File: src/rtl/memory_responder.sv
// -----------------------------------------------------------------------------
// memory_responder
// Memory-side responder: accepts single-cycle write/read commands, stores
// 16-bit words in a DEPTH-entry array, and returns read data after a fixed
// RD_LAT-cycle pipeline, qualified by rd_valid. Illegal commands and
// out-of-range addresses raise one-cycle error pulses, and saturating counters
// track the accepted writes and reads.
// -----------------------------------------------------------------------------
module memory_responder #(
    parameter int DEPTH  = 16,   // words stored, 1..65536
    parameter int RD_LAT = 1     // read latency in cycles, 1..4
) (
    input  logic        clk,
    input  logic        reset,
    input  logic        wr,
    input  logic        rd,
    input  logic [15:0] addr,
    input  logic [15:0] wr_data,
    output logic [15:0] rd_data,
    output logic        rd_valid,
    output logic        addr_err,
    output logic        cmd_err,
    output logic [15:0] wr_count,
    output logic [15:0] rd_count
);

    // Index width into the array; a 1-word memory still needs one index bit.
    localparam int          AW      = (DEPTH > 1) ? $clog2(DEPTH) : 1;
    // DEPTH may be 65536, so the range compare is done on 17 bits.
    localparam logic [16:0] DEPTH_W = 17'(DEPTH);

    // -------------------------------------------------------------------------
    // State
    // -------------------------------------------------------------------------
    logic [15:0]       mem_q [DEPTH];
    logic [RD_LAT-1:0] pipe_valid_q, pipe_valid_d;
    logic [15:0]       pipe_data_q [RD_LAT];
    logic [15:0]       pipe_data_d [RD_LAT];
    logic [15:0]       wr_count_q, wr_count_d;
    logic [15:0]       rd_count_q, rd_count_d;
    logic              addr_err_q, addr_err_d;
    logic              cmd_err_q,  cmd_err_d;

    // -------------------------------------------------------------------------
    // Command decode
    // -------------------------------------------------------------------------
    logic          cmd_bad;   // wr and rd together: command is dropped
    logic          in_range;  // address falls inside the array
    logic          wr_ok;     // write that actually updates memory
    logic          rd_any;    // single read command, in or out of range
    logic          rd_ok;     // read that is counted and returns array data
    logic [AW-1:0] idx;
    logic [15:0]   rd_word;

    assign cmd_bad  = wr & rd;
    assign in_range = {1'b0, addr} < DEPTH_W;
    assign wr_ok    = wr & ~rd & in_range;
    assign rd_any   = rd & ~wr;
    assign rd_ok    = rd_any & in_range;
    // Only the low index bits are used, and only once the range check passed.
    assign idx      = addr[AW-1:0];
    // Out-of-range reads still complete, but return zero.
    assign rd_word  = rd_ok ? mem_q[idx] : 16'h0000;

    // Storage array: written on accepted writes, cleared by reset.
    always_ff @(posedge clk or posedge reset) begin
        // NOTE: every word is a flop with an async clear, so reset really
        // zeroes the contents; an SRAM macro would not give this for free.
        if (reset) begin
            for (int i = 0; i < DEPTH; i++) begin
                mem_q[i] <= 16'h0000;
            end
        end else if (wr_ok) begin
            // NOTE: non-blocking, so a read on this same edge would still
            // see the old word; reads on later edges see the new one.
            mem_q[idx] <= wr_data;
        end
    end

    // -------------------------------------------------------------------------
    // Next-state logic
    // -------------------------------------------------------------------------

    // Read pipeline shift: stage 0 captures at the request edge, the last
    // stage drives the outputs; data only moves with a valid token so
    // rd_data holds its last value while rd_valid is low.
    always_comb begin
        // NOTE: defaults first so every path assigns every bit (no latch).
        pipe_valid_d = '0;
        pipe_data_d  = pipe_data_q;
        pipe_valid_d[0] = rd_any;
        if (rd_any) begin
            pipe_data_d[0] = rd_word;
        end
        for (int k = 1; k < RD_LAT; k++) begin
            pipe_valid_d[k] = pipe_valid_q[k-1];
            if (pipe_valid_q[k-1]) begin
                pipe_data_d[k] = pipe_data_q[k-1];
            end
        end
    end

    // Saturating counters and one-cycle error pulses.
    always_comb begin
        wr_count_d = wr_count_q;
        rd_count_d = rd_count_q;
        if (wr_ok && (wr_count_q != 16'hFFFF)) begin
            wr_count_d = wr_count_q + 16'd1;
        end
        if (rd_ok && (rd_count_q != 16'hFFFF)) begin
            rd_count_d = rd_count_q + 16'd1;
        end
        cmd_err_d  = cmd_bad;
        // Range errors are only reported for a single, legal command.
        addr_err_d = (wr ^ rd) & ~in_range;
    end

    // -------------------------------------------------------------------------
    // Registers
    // -------------------------------------------------------------------------

    // Read pipeline registers; reset flushes every in-flight read.
    always_ff @(posedge clk or posedge reset) begin
        if (reset) begin
            pipe_valid_q <= '0;
            for (int k = 0; k < RD_LAT; k++) begin
                pipe_data_q[k] <= 16'h0000;
            end
        end else begin
            pipe_valid_q <= pipe_valid_d;
            pipe_data_q  <= pipe_data_d;
        end
    end

    // Counter and error-flag registers.
    always_ff @(posedge clk or posedge reset) begin
        if (reset) begin
            wr_count_q <= 16'h0000;
            rd_count_q <= 16'h0000;
            addr_err_q <= 1'b0;
            cmd_err_q  <= 1'b0;
        end else begin
            wr_count_q <= wr_count_d;
            rd_count_q <= rd_count_d;
            addr_err_q <= addr_err_d;
            cmd_err_q  <= cmd_err_d;
        end
    end

    // -------------------------------------------------------------------------
    // Outputs
    // -------------------------------------------------------------------------
    assign rd_valid = pipe_valid_q[RD_LAT-1];
    assign rd_data  = pipe_data_q[RD_LAT-1];
    assign addr_err = addr_err_q;
    assign cmd_err  = cmd_err_q;
    assign wr_count = wr_count_q;
    assign rd_count = rd_count_q;

endmodule

File: config.mk
export PLATFORM = sky130hd
export DESIGN_NAME = memory_responder
export DESIGN_NICKNAME = d
export VERILOG_FILES = /design/src/rtl/memory_responder.sv
export SDC_FILE = /design/constraint.sdc
export NUM_CORES = 1
export LEC_CHECK = 0
export CAP_MARGIN = 30
export CELL_PAD_IN_SITES_DETAIL_PLACEMENT = 0
export CELL_PAD_IN_SITES_GLOBAL_PLACEMENT = 2
export CORE_ASPECT_RATIO = 1.5
export CORE_MARGIN = 5
export CORE_UTILIZATION = 35
export DETAILED_ROUTE_END_ITERATION = 7
export GPL_TIMING_DRIVEN = 0
export PLACE_DENSITY_LB_ADDON = 0.1
export SYNTH_ARGS = -nofsm -noshare
export SYNTH_HDL_FRONTEND = slang
export SYNTH_SLANG_ARGS = --single-unit
export TNS_END_PERCENT = 10
File: constraint.sdc
create_clock -name clk -period 13.5 [get_ports clk]
set_input_delay 1.35 -clock clk [delete_from_list [all_inputs] [get_ports clk]]
set_output_delay 1.35 -clock clk [all_outputs]
set_load 0.02 [all_outputs]
==> flow_summary.ini, run 1 <==
[worst_hold_path]
holdPathStages = 1
holdPathEnd = mem_q[243]
hp-class = register to register
min_from = mem_q[243]

[routing]
wl_um = 36700
drt_iter0_markers = 314
dr.pass1.iters = 5
drtAntennaViolNets = 0
drcViolationCount = 0
wire_per_inst_um = 23.1
vias = 8209
vias_per_cell = 5.18

[placement]
dpl.cell_count = 1521
place_area_um2 = 15500
gp_congestion = 0.720
dp_hpwl_um = 26300
portBuffers = 85

[layout]
drive_gt1_share_pct = 35.7
nNetsFinal = 1099
post-route-util_pct = 42.5
final_area_um2 = 16700
final.fill_count = 3683
finalNonFillerCells = 1585
area.growth.synth_to_final_pct = 20.1

[cts]
ctsLongestPathBuffers = 3
clock_latency_ns = 0.52
ctsHoldBuffers = 0
clock_sinks = 307
cts-root-buf = clkbuf_16
ctsResizeCount = 0
cts-buffers-inserted = 35
cts_setup_buffers = 0
cts_tree = built
clk_pin_slew_ns = 0.06
htree_levels = 2

[sta]
post-route-min-period_ns = 4.15
setup_viol = 0
tightest_slew_ns = 0.939
fin_crit_sh_pct = 30.8
fin_worst_skew_ns = 0.0124
final-hold-violation-count = 0
slew_viol_final = 0
relSlewSlack_pct = 37.2
rsz0062_at_grt = false
max_freq_mhz = 241

[pwr]
max-vdd-ir-drop_mv = 0.0769
p_total_mw = 2.02
cellLeakagePower_nw = 7.91
p_per_area_nw_per_um2 = 121

[logic_synthesis]
syn_nets = 974
synth_area_um2 = 13900
ys_seq_elements = 307
syn_area_per_cell_um2 = 14.9
yosys.cell_types.count = 48
yosysMostFrequentCell = dfrtp_1
synth_edf_count = 0
synth.top_cell.area_share_pct = 55.2
yosysTopAreaCell = dfrtp_1
synth.top_cells.by_area = dfrtp_1 (55%), mux2_2 (19%), mux4_2 (6.2%), mux2i_1 (3.3%), mux2_1 (2.8%)
syn_inst = 933
synth_commonest_cells = dfrtp_1 (307), mux2_2 (235), mux2i_1 (46)
ys.flop_type = dfrtp_1
yosysSeqAreaShare_pct = 55.2
async_flop_share_pct = 100
ys_warn_count = 0

[worst_setup_path]
cp_max_fo = 10
crit_path_end_kind = register
slowest_stage = buf_1
start_kind = input port
r2r_cells = 6
worst-r2r-setup-slack_ns = 11.19
crit_required_ns = 13.90
r2r_start = rd_count[2]
crit_arrival_ns = 4.55
r2r-end = rd_count[1]
crit_type = input port to register
path_cells = clkdlybuf4s50_1 > buf_1 > nand3_1 > nor2_2 > buf_4 > mux2_2
cp_top_family = buffers and inverters
path_buf_inv = 3
cpPeakStageDelay_ns = 0.66

[flow_run]
max-cap-violations = 0

[status]
status = finished clean

[floorplanning]
initial_core_util_pct = 35.4
rows = 89
design.core.area_um2 = 39300
die_h_um = 254
fp.dieArea_um2 = 43900
die_w_um = 173
pin_count = 87

[global_route]
gr-total-overflow = 0
grtUsageTotal_pct = 16.7
antenna_found_initial = 0
grt_max_degree = 121
grt_pass1_vias = 8957
grt_pass1_wl_um = 56900
[worst register-to-register path, stage by stage, from the launching register on]
cell	delay [ns]
dfrtp_1	0.43
nand3_1	0.17
nor4_1	0.54
and3_1	0.22
clkbuf_1	0.28
nand2b_1	0.21
mux2_2	0.35
[area by class of cell]
| type | instances | area [µm²] | share of cell area [%] |
|---|---|---|---|
| Timing Repair Buffer | 88 | 933 | 5.59 |
| Tap cell | 500 | 626 | 3.74 |
| Antenna cell | 1 | 2.50 | 0.0150 |
| Sequential cell | 307 | 7680 | 46.0 |
| Clock buffer | 52 | 1060 | 6.36 |
| Buffer | 58 | 320 | 1.92 |
| Inverter | 8 | 37.5 | 0.225 |
| Clock inverter | 11 | 164 | 0.981 |
| Multi-Input combinational cell | 560 | 5880 | 35.2 |
[placed cells by master (no fill, tap or decap), drive strengths merged, types with 8 or more instances in the layout]
| cell type | synthesis | routed |
|---|---|---|
| a22oi | 18 | 18 |
| buf | 51 | 54 |
| clkbuf | 7 | 59 |
| clkdlybuf4s50 | 0 | 85 |
| dfrtp | 307 | 307 |
| inv | 8 | 8 |
| mux2 | 270 | 270 |
| mux2i | 46 | 46 |
| mux4 | 38 | 38 |
| nand2 | 14 | 14 |
| nand3 | 22 | 22 |
| nand4 | 16 | 16 |
| nor2 | 19 | 19 |
| nor3 | 13 | 13 |
| nor4 | 9 | 9 |
| o22ai | 14 | 14 |
| o2bb2ai | 9 | 9 |
| xnor2 | 16 | 16 |
| xor2 | 10 | 10 |
[how the worst max path moves through the flow]
| stage | start | end | slack, ns | cells past startpoint |
|---|---|---|---|---|
| 2_1_floorplan | reset | addr_err | 3.66 | 1 |
| 3_3_place_gp | reset | mem_q[163] | -0.86 | 2 |
| 3_5_place_dp | addr[2] | mem_q[6] | 8.77 | 6 |
| 4_1_cts | addr[2] | mem_q[6] | 9.33 | 6 |
| 5_1_grt | addr[2] | mem_q[1] | 9.20 | 6 |
| 6_report | addr[2] | mem_q[3] | 9.35 | 6 |
[registers in the layout (all words and copies together), names as in the netlist]
signal,cells
addr_err,1
rd_count,16
mem_q,256
rd_valid,1
rd_data,16
wr_count,16
cmd_err,1
[through the flow]
stage	setup TNS (ns)	setup WS, ns	hold WS [ns]
finish	0	9.35	0.484
global route	0	9.20	0.490
CTS	0	9.33	0.484
detailed placement	0	8.77	0.471
global placement	-252.50	-0.858	0.462
floorplan	0	3.66	0.452
[report_power, final]
part | switching [mW] | total (mW) | internal, mW | leakage (nW)
logic | 0.0642 | 0.0931 | 0.0289 | 3.03
clock network | 0.384 | 1.01 | 0.622 | 0.598
registers | 0.000286 | 0.921 | 0.921 | 4.29
total | 0.448 | 2.02 | 1.57 | 7.91
[per-layer routing]
layer  part of all wire, %  GRT usage [%]  routed length, µm  up-vias
met4                   1.8           3.80                647        0
met2                    54           31.1              19800      106
met5                     0              0                  0        -
li1                      -              -                  -     3731
met3                   2.4           2.28                880       46
met1                    42           20.6              15300     4326
[cells by family after synthesis]
logic type | count (synthesis) | share of synthesized area [%]
buffers and inverters | 66 | 2.52
and+or+nand+nor | 110 | 5.22
AOI/OAI and AO/OA | 65 | 3.66
DFF | 307 | 55.2
adders and majority gates | 5 | 0.450
muxes | 354 | 31.3
xor gates and xnor gates | 26 | 1.64
Note: power is estimated with default switching activity, not from simulation.
==> run 2: changes to the inputs <==
==> constraint.sdc (replaced) <==
create_clock -name clk -period 3.9 [get_ports clk]
set_input_delay 0.39 -clock clk [delete_from_list [all_inputs] [get_ports clk]]
set_output_delay 0.39 -clock clk [all_outputs]
set_load 0.02 [all_outputs]
==> flow_summary.ini, run 2 (same netlist as run 1, synthesis figures left out) <==
[floorplanning]
design.core.area_um2 = 39300
die_w_um = 173
fp.dieArea_um2 = 43900
die_h_um = 254
rows = 89
pin_count = 87
initial_core_util_pct = 35.4

[routing]
drcViolationCount = 0
drtAntennaViolNets = 0
wl_um = 36900
vias = 8299
drt_iter0_markers = 367
vias_per_cell = 5.23
wire_per_inst_um = 23.3
dr.pass1.iters = 4

[layout]
post-route-util_pct = 42.5
final.fill_count = 3657
final_area_um2 = 16700
layout_commonest_cell = dfrtp_1
nNetsFinal = 1103
area.growth.synth_to_final_pct = 20.2
top_register = mem_q
finalNonFillerCells = 1586
drive_gt1_share_pct = 35.7
mostFrequentLayoutCells = dfrtp_1 (307), mux2_2 (235), clkdlybuf4s50_1 (85), mux2i_1 (46), mux4_2 (38)
diodes = 0
largest_register_ffs = 256

[global_route]
grt_pass1_vias = 9211
grtUsageTotal_pct = 17.0
gr-total-overflow = 0
grt_pass1_wl_um = 57600
grt_max_degree = 41
antenna_found_initial = 0

[cts]
clock_sinks = 307
cts-buffers-inserted = 34
htree_levels = 2
ctsHoldBuffers = 0
clk_pin_slew_ns = 0.06
clock_latency_ns = 0.52
cts_setup_buffers = 0
ctsLongestPathBuffers = 3
cts-root-buf = clkbuf_16
ctsResizeCount = 0
cts_tree = built

[placement]
portBuffers = 85
dpl.cell_count = 1526
place_area_um2 = 15600
post-place-ws_ns = 0.114
dp_hpwl_um = 26700
gp_congestion = 0.725

[worst_setup_path]
crit_path_end_kind = register
crit_required_ns = 4.29
crit_arrival_ns = 3.51
start_kind = input port
cp_max_fo = 10
cpPeakStageDelay_ns = 0.64
cp_top_family = buffers and inverters
crit_type = input port to register
path_buf_inv = 3
slowest_stage = buf_1
path_cells = clkdlybuf4s50_1 > buf_1 > nand3_1 > nor2_2 > buf_4 > mux2_2

[flow_run]
max-cap-violations = 0

[sta]
slew_viol_final = 0
fin_crit_sh_pct = 79.9
setup_ws_ns = 0.782
max_freq_mhz = 321
post-route-min-period_ns = 3.12
setup_viol = 0
final-hold-violation-count = 0
rsz0062_at_grt = false
fin_tns_setup_ns = 0
tightest_slew_ns = 1.00
fin_worst_skew_ns = 0.0131
relSlewSlack_pct = 33.0

[pwr]
max-vdd-ir-drop_mv = 0.267
cellLeakagePower_nw = 7.92
p_per_area_nw_per_um2 = 412

[status]
status = finished clean

[worst_hold_path]
hp-class = input port to asynchronous set/reset pin
[run 2: changes by cell type in the layout (fill, tap and decap cells not counted), sizes merged]
cell	previous run	this run
clkinvlp	2	1
inv	8	7
bufinv	4	3
buf	54	59
diode	1	0
[run 2: area by class of cell]
type / instances / area (µm²) / share of cell area (%)
Buffer: 58 / 320 / 1.92
Tap cell: 500 / 626 / 3.74
Clock inverter: 8 / 115 / 0.688
Sequential cell: 307 / 7680 / 45.9
Multi-Input combinational cell: 560 / 5880 / 35.2
Inverter: 8 / 33.8 / 0.202
Timing Repair Buffer: 93 / 1010 / 6.05
Clock buffer: 52 / 1050 / 6.29
[run 2: where the power goes]
part           internal (mW)  switching [mW]
sequential              3.19        0.000952
clock                   2.06            1.30
combinational          0.108           0.225
total                   5.35            1.53
[run 2: final timing paths]
check / start / end / slack [ns] / depth (start not counted)
setup reg to reg: rd_count[2] / rd_count[1] / 1.58 / 6
min in group clk: mem_q[183] / mem_q[183] / 0.48 / 1
hold / removal: reset / mem_q[154] / 0.42 / 2
setup / recovery: addr[2] / mem_q[3] / 0.78 / 6
max in group asynchronous: reset / mem_q[200] / 2.28 / 5
hold reg to reg: mem_q[183] / mem_q[183] / 0.48 / 1
[run 2: metrics by stage]
stage | power (mW) | hold WS [ns]
after floorplan | 3.42 | 0.452
after global placement | 3.57 | 0.462
after detailed placement | 3.59 | 0.469
after CTS | 7.00 | 0.420
after global routing | 7.14 | 0.494
final | 6.88 | 0.420
[run 2: routing by layer]
metal	track usage (%)	vias to the layer above	part of all wire [%]
met1	21.2	4404	42
li1	-	3751	-
met3	2.61	41	2.8
met4	4.04	0	1.9
met5	0	-	0
met2	31.2	103	54
==> run 3: changes to the inputs <==
==> constraint.sdc (replaced) <==
create_clock -name clk -period 2.9 [get_ports clk]
set_input_delay 0.29 -clock clk [delete_from_list [all_inputs] [get_ports clk]]
set_output_delay 0.29 -clock clk [all_outputs]
set_load 0.02 [all_outputs]
==> flow_summary.ini, run 3 (same netlist as run 1, synthesis figures left out) <==
[status]
status = finished clean

[floorplanning]
rows = 89
pin_count = 87
die_h_um = 254
die_w_um = 173
design.core.area_um2 = 39300
initial_core_util_pct = 35.4
fp.dieArea_um2 = 43900

[placement]
dp_hpwl_um = 26700
dpl.cell_count = 1526
gp_congestion = 0.725
place_area_um2 = 15600
portBuffers = 85

[routing]
drt_iter0_markers = 326
vias_per_cell = 5.25
vias = 8341
wl_um = 37100
drtAntennaViolNets = 0
wire_per_inst_um = 23.3
dr.pass1.iters = 4
drcViolationCount = 0

[cts]
ctsLongestPathBuffers = 3
htree_levels = 2
clock_latency_ns = 0.52
cts_tree = built
clock_sinks = 307
cts-buffers-inserted = 34
clk_pin_slew_ns = 0.06
cts-root-buf = clkbuf_16

[worst_setup_path]
r2r_cells = 6
r2r_start = rd_count[2]
crit_path_end_kind = register
crit_arrival_ns = 3.13
start_kind = input port
cp_max_fo = 10
crit_type = input port to register
worst-r2r-setup-slack_ns = 0.58
crit_required_ns = 3.29
r2r-end = rd_count[1]

[sta]
slew_viol_final = 0
fin_crit_sh_pct = 94.5
setup_viol = 0
rsz0062_at_grt = false
relSlewSlack_pct = 33.0
hold_ws_ns = 0.323
max_freq_mhz = 365
tightest_slew_ns = 1.00
final-hold-violation-count = 0
fin_worst_skew_ns = 0.0128
post-route-min-period_ns = 2.74

[layout]
area.growth.synth_to_final_pct = 20.7
mostFrequentLayoutCells = dfrtp_1 (307), mux2_2 (235), clkdlybuf4s50_1 (85), mux2i_1 (46), mux4_2 (38)
top_register = mem_q
diodes = 0
finalNonFillerCells = 1589
layout_commonest_cell = dfrtp_1
final_area_um2 = 16800
final.fill_count = 3650
largest_register_ffs = 256
nNetsFinal = 1106
drive_gt1_share_pct = 36.3

[pwr]
max-vdd-ir-drop_mv = 0.357
cellLeakagePower_nw = 7.95
p_per_area_nw_per_um2 = 552
p_total_mw = 9.26

[global_route]
antenna_found_initial = 0
gr-total-overflow = 0
grt_pass1_wl_um = 57600
grtUsageTotal_pct = 17.0
grt_max_degree = 41
grt_pass1_vias = 9213

[worst_hold_path]
hp-class = input port to asynchronous set/reset pin

[flow_run]
max-cap-violations = 0
-- run 3: worst max-delay path: stages --
cell,delay [ns]
clkdlybuf4s50_1,0.44
nor4_4,0.40
and2_1,0.34
nand4_4,0.29
nor2_2,0.63
buf_4,0.36
mux2_2,0.36
-- run 3: final cells by class --
cell class	count	area, µm²	area share [%]
Sequential cell	307	7680	45.7
Multi-Input combinational cell	560	5930	35.3
Clock buffer	52	1050	6.26
Timing Repair Buffer	96	1030	6.15
Tap cell	500	626	3.72
Buffer	58	323	1.92
Clock inverter	8	115	0.685
Inverter	8	33.8	0.201
-- run 3: timing repair --
item / in CTS / in global routing
pin swaps: 1 / 3
buffers inserted: 0 / 3
hold buffers: 0 / 0
endpoints found under the setup margin: 48 / 96
resized for setup: 2 / 8
-- run 3: how the worst max path moves through the flow --
stage                     startpoint         end
after global routing        addr[12]  mem_q[242]
after detailed placement     addr[2]    mem_q[8]
after global placement         reset  mem_q[248]
final                        addr[4]  mem_q[200]
after CTS                    addr[9]  mem_q[153]
after floorplan                reset    addr_err
-- run 3: power by group --
| part | switching [mW] | internal (mW) | total (mW) |
|---|---|---|---|
| combinational | 0.307 | 0.146 | 0.453 |
| sequential | 0.00128 | 4.29 | 4.29 |
| clock | 1.76 | 2.77 | 4.52 |
-- run 3: layer usage --
metal / share of wire, % / track usage, % / vias to the layer above
met5: 0 / 0 / -
met4: 1.9 / 4.04 / 0
met3: 3.1 / 2.61 / 41
met2: 54 / 31.2 / 117
met1: 41 / 21.2 / 4433
li1: - / - / 3750
-- run 3: metrics by stage --
step / setup TNS, ns / util, % / setup slack, ns
3_3_place_gp: -1323.79 / 39.2 / -4.03
3_5_place_dp: -106.28 / 39.6 / -0.786
5_1_grt: 0 / 42.7 / 0.0308
6_report: 0 / 42.7 / 0.160
4_1_cts: -0.259 / 42.6 / -0.0350
2_1_floorplan: -452.81 / - / -1.47
